## src/rtl/silly_fn_bist.sv

```systemverilog
`default_nettype none
// ============================================================================
// silly_fn_bist : BIST sequencer sweeping {a,b,c}=0..7 through SillyFunction.
// Optional per-vector fail log: define SILLY_FN_BIST_FAILLOG_EN.   Rev 1.0
// ============================================================================
module silly_fn_bist #(
  parameter int          SETTLE_CYCLES = 2,
  parameter logic [7:0]  EXPECT        = 8'h35
) (
  input  logic       clk,
  input  logic       reset,
  input  logic       start,
  input  logic       dut_y,
  output logic       a,
  output logic       b,
  output logic       c,
  output logic       busy,
  output logic       done,
  output logic       pass,
  output logic [3:0] fail_count,
  output logic       fail_valid,
  output logic [2:0] first_fail_vec
`ifdef SILLY_FN_BIST_FAILLOG_EN
  ,
  output logic [7:0] fail_mask
`endif
);

  typedef enum logic [1:0] {
    ST_IDLE   = 2'd0,
    ST_SETTLE = 2'd1,
    ST_CHECK  = 2'd2,
    ST_DONE   = 2'd3
  } state_t;

  localparam logic [3:0] C_CNT_LAST = 4'(SETTLE_CYCLES - 1);

  state_t     state_q;
  logic [2:0] vec_q;
  logic [3:0] cnt_q;
  logic [2:0] abc_q;
  logic       busy_q;
  logic       done_q;
  logic [3:0] fail_count_q;
  logic       fail_valid_q;
  logic [2:0] first_fail_vec_q;
`ifdef SILLY_FN_BIST_FAILLOG_EN
  logic [7:0] fail_mask_q;
`endif

  logic w_mismatch;
  assign w_mismatch = (dut_y != EXPECT[vec_q]);

  always_ff @(posedge clk) begin
    if (reset) begin
      state_q          <= ST_IDLE;
      vec_q            <= 3'd0;
      cnt_q            <= 4'd0;
      abc_q            <= 3'd0;
      busy_q           <= 1'b0;
      done_q           <= 1'b0;
      fail_count_q     <= 4'd0;
      fail_valid_q     <= 1'b0;
      first_fail_vec_q <= 3'd0;
`ifdef SILLY_FN_BIST_FAILLOG_EN
      fail_mask_q      <= 8'd0;
`endif
    end else begin
      case (state_q)
        ST_IDLE, ST_DONE: begin
          if (start) begin
            state_q          <= ST_SETTLE;
            vec_q            <= 3'd0;
            cnt_q            <= 4'd0;
            abc_q            <= 3'd0;
            busy_q           <= 1'b1;
            done_q           <= 1'b0;
            fail_count_q     <= 4'd0;
            fail_valid_q     <= 1'b0;
            first_fail_vec_q <= 3'd0;
`ifdef SILLY_FN_BIST_FAILLOG_EN
            fail_mask_q      <= 8'd0;
`endif
          end
        end
        ST_SETTLE: begin
          cnt_q <= cnt_q + 4'd1;
          if (cnt_q == C_CNT_LAST) begin
            state_q <= ST_CHECK;
          end
        end
        ST_CHECK: begin
          // dut_y is only trusted here; the vector has been held S cycles.
          if (w_mismatch) begin
            fail_count_q <= fail_count_q + 4'd1;
`ifdef SILLY_FN_BIST_FAILLOG_EN
            fail_mask_q[vec_q] <= 1'b1;
`endif
            if (!fail_valid_q) begin
              fail_valid_q     <= 1'b1;
              first_fail_vec_q <= vec_q;
            end
          end
          if (vec_q == 3'd7) begin
            state_q <= ST_DONE;
            abc_q   <= 3'd0;
            busy_q  <= 1'b0;
            done_q  <= 1'b1;
          end else begin
            state_q <= ST_SETTLE;
            vec_q   <= vec_q + 3'd1;
            abc_q   <= vec_q + 3'd1;
            cnt_q   <= 4'd0;
          end
        end
        default: state_q <= ST_IDLE;
      endcase
    end
  end

  assign {a, b, c}      = abc_q;
  assign busy           = busy_q;
  assign done           = done_q;
  assign pass           = done_q && (fail_count_q == 4'd0);
  assign fail_count     = fail_count_q;
  assign fail_valid     = fail_valid_q;
  assign first_fail_vec = first_fail_vec_q;
`ifdef SILLY_FN_BIST_FAILLOG_EN
  assign fail_mask      = fail_mask_q;
`endif

endmodule
`default_nettype wire

```

## config.mk

```make
export PLATFORM = sky130hd
export DESIGN_NAME = silly_fn_bist
export DESIGN_NICKNAME = d
export VERILOG_FILES = /design/src/rtl/silly_fn_bist.sv
export SDC_FILE = /design/constraint.sdc
export NUM_CORES = 1
export LEC_CHECK = 0
export CAP_MARGIN = 20
export CELL_PAD_IN_SITES_DETAIL_PLACEMENT = 1
export CELL_PAD_IN_SITES_GLOBAL_PLACEMENT = 1
export CORE_AREA = 2 2 49 70
export DETAILED_ROUTE_END_ITERATION = 7
export DIE_AREA = 0 0 51 72
export DONT_BUFFER_PORTS = 1
export PLACE_DENSITY = 0.72
export SETUP_SLACK_MARGIN = 0.2
export SYNTH_ARGS = -nofsm -noshare
export SYNTH_HDL_FRONTEND = slang
export SYNTH_SLANG_ARGS = --single-unit
```

## constraint.sdc

```tcl
create_clock -name clk -period 1.55 [get_ports clk]
set_input_delay 0 -clock clk [delete_from_list [all_inputs] [get_ports clk]]
set_output_delay 0 -clock clk [all_outputs]
set_load 0.01 [all_outputs]
```

* Word level (Yosys, flattened, before mapping)
Memory sizes are Yosys's and may differ from the RTL's. A register that Yosys moved wholly into a read port is not among the register bits.
Cells that the tools add are included.
** Storage, ports and cells
- Memories kept :: 1
- Word-level logic and storage cells :: 66
- Memory bits (read-only) :: 8
- Bits of input ports :: 4
- Bits in registers :: 22
** Cells by class
- Mux-type cells :: 28
- Equality and inequality tests :: 12
- Reduce and logical (&&, ||, !) cells :: 12
- Magnitude comparators :: 1
- $add $sub $neg :: 3
** Memories
- (no name shown) :: words 8, width 1, read ports 1, clocked after Yosys merged registers in 1, wr ports 0, RTL line 52 : assign w_mismatch = (dut_y != EXPECT[vec_q]);
** Operator list (number)
- 2-to-1 mux 3 bit :: 7
- one-hot mux 3 bit (2 select lines) :: 3
- 2-to-1 mux 4 bit :: 3
- inequality test 2 bit (second input constant) :: 6
- one-hot mux 4 bit (3 select lines) :: 1
- AND reduction 3 bit :: 3
- adder 4 x 1 -> 4 bit (second input constant) :: 2
- one-hot mux 4 bit (2 select lines) :: 1
- 2-to-1 mux 1 bit :: 6
- 2-to-1 mux 2 bit :: 3
- one-hot mux 1 bit (2 select lines) :: 3
- one-hot mux 2 bit (3 select lines) :: 1
- AND reduction 2 bit :: 3
- equality test 2 bit (second input constant) :: 2
- equality test 4 x 1 -> 1 bit (second input constant) :: 1
- logical NOT 4 bit :: 1
- < comparator 3 x 4 -> 1 bit (second input constant) :: 1
- AND reduction 4 bit :: 1
- adder 3 x 1 -> 3 bit (second input constant) :: 1
- equality test 3 bit (second input constant) :: 1
- equality test 2 x 1 -> 1 bit (second input constant) :: 1
- logical NOT 2 bit :: 1
- nonzero test 2 bit :: 1
- OR reduction 2 bit :: 1
- other kinds (2) :: 2

* Depth between registers and ports, before layout
- Word-level depth :: 6
- Depth in mapped cells :: 8
- Depth with buffers taken out :: 6

* Least setup slack after synthesis
Ideal clock, no wire load.
- Path type :: reg2reg
- Start point :: reg state_q[0]
- End point :: reg state_q[1]
- Slack :: -0.082 ns
- Arrival time :: 1.504 ns
- Stages on the path, launching flop included :: 8
- Setup time :: 0.128 ns
- Period minus slack after synthesis :: 1.632 ns
- Cell sequence :: dfxtp_1 inv_1 ha_1 clkbuf_2 and2b_1 a21oi_1 mux2i_1 nor2_1
** Between the ends
- Cells in the longest elaborated chain, start to end :: 4
** RTL lines
- from (decl) :: RTL line 38 : state_t state_q;
- from (signal assigned) :: RTL line 56 : state_q <= ST_IDLE;
- from (signal assigned) :: RTL line 72 : state_q <= ST_SETTLE;
- from (signal assigned) :: RTL line 89 : state_q <= ST_CHECK;
- equality test 2 bit / logical NOT 2 bit (equally long branches) :: RTL line 69 : case (state_q)
- OR reduction 2 bit :: RTL line 69
- inequality test 2 bit (no line)
- AND reduction 2 bit (no line)
Several ways; a longest one is shown, not always the timed one.
A chain may end at the register's enable or synchronous reset.

==> results.tsv <==
stage	metric	value	unit
outcome	status	finished with violations	
outcome	failing checks	negative hold slack	
drt	starting DRC count in detailed routing	11	
die	num ports	18	
drt	Pre-antenna DRT Iters	4	
drt	antenna viol nets, final	0	
die	row count	24	
synthesis	unique cell type count in the Yosys netlist	38	
power	Clk pwr share	0.236	
sta	Worst-Margin Slew	0.460	ns
setup_path	crit path kind	flop to flop	
die	core region area	0.00303	mm2
setup_path	CP Launch Type	flop	
hold_path	worst min-delay path class	input port to flop	
power	leakage power	0.000625	uW
clock_network	# H-tree levels	1	
die	die height	72	um
placed_design	worst slack at placement	-0.163	ns
placed_design	placed cells	201	
drt	vias per cell	5.53	
placed_design	instance area at placement	0.00141	mm2
sta	worst hold slack	-0.218	ns
global_routing	initial antenna violation count	0	
sta	Pins Over Slew Limit	0	
drt	via count	1161	
global_routing	first-pass GRT wire length	6150	um
clock_network	clk_lat worst skew	0.27	ns
final_layout	Layout area overhead	42.2	%
clock_network	CTS tree	built	
sta	Tmin final	1.51	ns
global_routing	largest net degree at the start of global routing	24	
synthesis	Yosys warnings	0	
power	Logic pwr share	0.374	
global_routing	vias in the first global route	1289	
clock_network	cts bufs inserted	3	
placed_design	IO Port Bufs	0	
sta	RSZ-0062 raised after global routing	yes	
setup_path	Worst Path Required	1.75	ns
die	Die W	51	um
power	Power Density	960	mW/mm2
setup_path	CP endpoint kind	flop	
synthesis	post-synthesis sequential area ratio	0.381	
synthesis	post-synthesis average cell area	8.27	um2
final_layout	# diodes	0	
global_routing	gr usage total	0.226	
power	Internal Power	1100	uW
global_routing	grt ovf	0	
sta	Setup WS post-layout	0.0415	ns
clock_network	CTS Sinks	23	
power	Net Sw Frac	0.333	
final_layout	Net count, final	185	
setup_path	crit path DAT	1.71	ns
clock_network	Clk pin slew, worst setup/hold paths	0.09	ns
sta	worst clock skew	0.00551	ns
sta	Final setup violation count	0	
synthesis	Mapped Cells	146	
setup_path	CP Max Fanout	2	
sta	slew margin rel.	0.692	
clock_network	clk buf depth	2	
synthesis	Syn Nets	159	
final_layout	Layout Cells excl Fill	210	
drt	DR WL/cell	17.9	um
placed_design	GP Congestion	0.753	
power	P_sw	550	uW
final_layout	fin area	0.00172	mm2
drt	Routed Wire Length	3770	um
drt	# DRC	0	
synthesis	flops & latches, synth	23	
die	Die ar.	0.00367	mm2
power	Final Power	1650	uW
synthesis	Cell Area, Synth	0.00121	mm2
power	sequential power share	0.390	
sta	fmax	663	MHz
placed_design	post-detail-place hpwl	2540	um
clock_network	Root Buffer	clkbuf_8	
final_layout	share of post-route cells with drive strength above 1	0.439	
sta	final hold viol count	22	
sta	fin crit share	0.973	
run	max_cap viols	0	
die	Starting Density	0.398	
power	VDD IR-drop max	628	uV
[cells in the final DEF, fill, tap and decap left out, types with 2 or more instances in the layout]
cell type | Yosys | layout
a21oi_1 | 21 | 13
a21oi_2 | 0 | 6
a21oi_4 | 0 | 2
and2_1 | 2 | 2
buf_4 | 0 | 24
buf_6 | 0 | 3
clkbuf_8 | 0 | 3
dfxtp_1 | 23 | 17
dfxtp_2 | 0 | 6
ha_1 | 9 | 4
ha_4 | 0 | 5
inv_1 | 9 | 6
inv_2 | 0 | 3
mux2i_1 | 4 | 4
nand2_1 | 13 | 9
nand2_2 | 1 | 4
nand2b_1 | 2 | 2
nand3_1 | 4 | 4
nand3b_1 | 3 | 3
nand4_1 | 3 | 3
nand4b_1 | 2 | 2
nor2_1 | 14 | 13
o21ai_1 | 0 | 5
o21ai_2 | 0 | 2
[Yosys cell counts, drive strengths merged]
cell type,count,area share
nand3,4,0.017
o32ai,1,0.0073
nor2b,1,0.0052
nor2,14,0.044
a41oi,1,0.013
or4,1,0.0062
nor3,2,0.0083
and2b,1,0.0062
ha,9,0.093
and3,1,0.0052
a211oi,1,0.0062
nand3b,3,0.019
a21o,2,0.012
buf,2,0.0083
nor4bb,1,0.0083
o21a,1,0.0062
nand2,14,0.046
a21oi,21,0.087
xnor2,1,0.0073
a2111oi,1,0.0073
or3b,1,0.0073
clkbuf,4,0.013
dfxtp,23,0.38
o41a,1,0.0093
o31ai,1,0.0062
nor4,1,0.0052
nand4,3,0.016
or3,1,0.0052
o21ai,8,0.033
a22o,1,0.0073
nand2b,3,0.018
mux2i,4,0.033
and2,2,0.010
inv,9,0.028
nand4b,2,0.015
[stage by stage]
step	setup TNS, ns	util
2_1_floorplan	-0.0123	-
3_3_place_gp	-0.301	0.464
3_5_place_dp	-0.813	0.464
4_1_cts	0	0.527
5_1_grt	-0.00346	0.566
6_report	0	0.566
[what timing repair did]
| item | in CTS | in global routing |
|---|---|---|
| pin swaps | 11 | 12 |
| setup buffers | 3 | 2 |
| endpoints found under the hold margin | 22 | 22 |
| setup endpoints to repair | 23 | 21 |
| gates resized for setup | 33 | 28 |
[cell type report]
cell class / count / area (um2)
clock buffer: 3 / 41.3
clock inverter: 1 / 5.00
fill: 355 / 1320
inverter: 9 / 33.8
multi-input combinational: 108 / 906
sequential: 23 / 468
tap: 39 / 48.8
timing repair buffer: 27 / 214
[sequential cells by signal (all words and copies together), names as in the netlist, named ones only]
register / flops
state_q: 2
busy: 1
fail_valid: 1
done: 1
cnt_q: 4
first_fail_vec: 3
fail_count: 4
abc_q: 3
vec_q: 3
[critical path, cell delays in order, from the launching register on]
cell      delay (ns)
dfxtp_2         0.35
ha_4            0.16
ha_4            0.26
nand3b_1        0.07
a21o_1          0.16
a41oi_2         0.22
mux2i_1         0.20
[path summary, 6_finish.rpt]
check	startpoint	endpoint	slack (ns)	cells after the start
setup / recovery	vec_q[1]	flop	0.04	6
hold reg to reg	abc_q[1]	abc_q[1]	0.52	2
setup reg to reg	vec_q[1]	flop	0.04	6
hold / removal	reset	state_q[0]	-0.22	1
[routing by layer]
layer,track usage,vias up,share of wire
met2,0.450,15,0.59
met3,0.0370,5,0.029
li1,-,569,-
met5,0,-,0
met1,0.224,572,0.37
met4,0.0871,0,0.016
[logic make-up (layout without fill, tap and decap cells)]
logic type | count (synthesis) | count (layout) | synth area share
buffers and inverters | 15 | 40 | 0.0497
flip-flops | 23 | 23 | 0.381
multiplexers | 4 | 4 | 0.0332
XOR/XNOR | 1 | 1 | 0.00726
AO/OA/AOI/OAI | 39 | 39 | 0.196
AND/OR/NAND/NOR | 55 | 55 | 0.239
adder cells (fa/ha/maj) | 9 | 9 | 0.0933
[power by group through the flow]
stage	combinational (uW)	clock [uW]	sequential, uW
3_5_place_dp	449	0	649
5_1_grt	678	418	646
4_1_cts	557	403	639
6_report	617	388	643
2_1_floorplan	267	0	652
3_3_place_gp	426	0	647
Power figures use the tool's default switching activity.
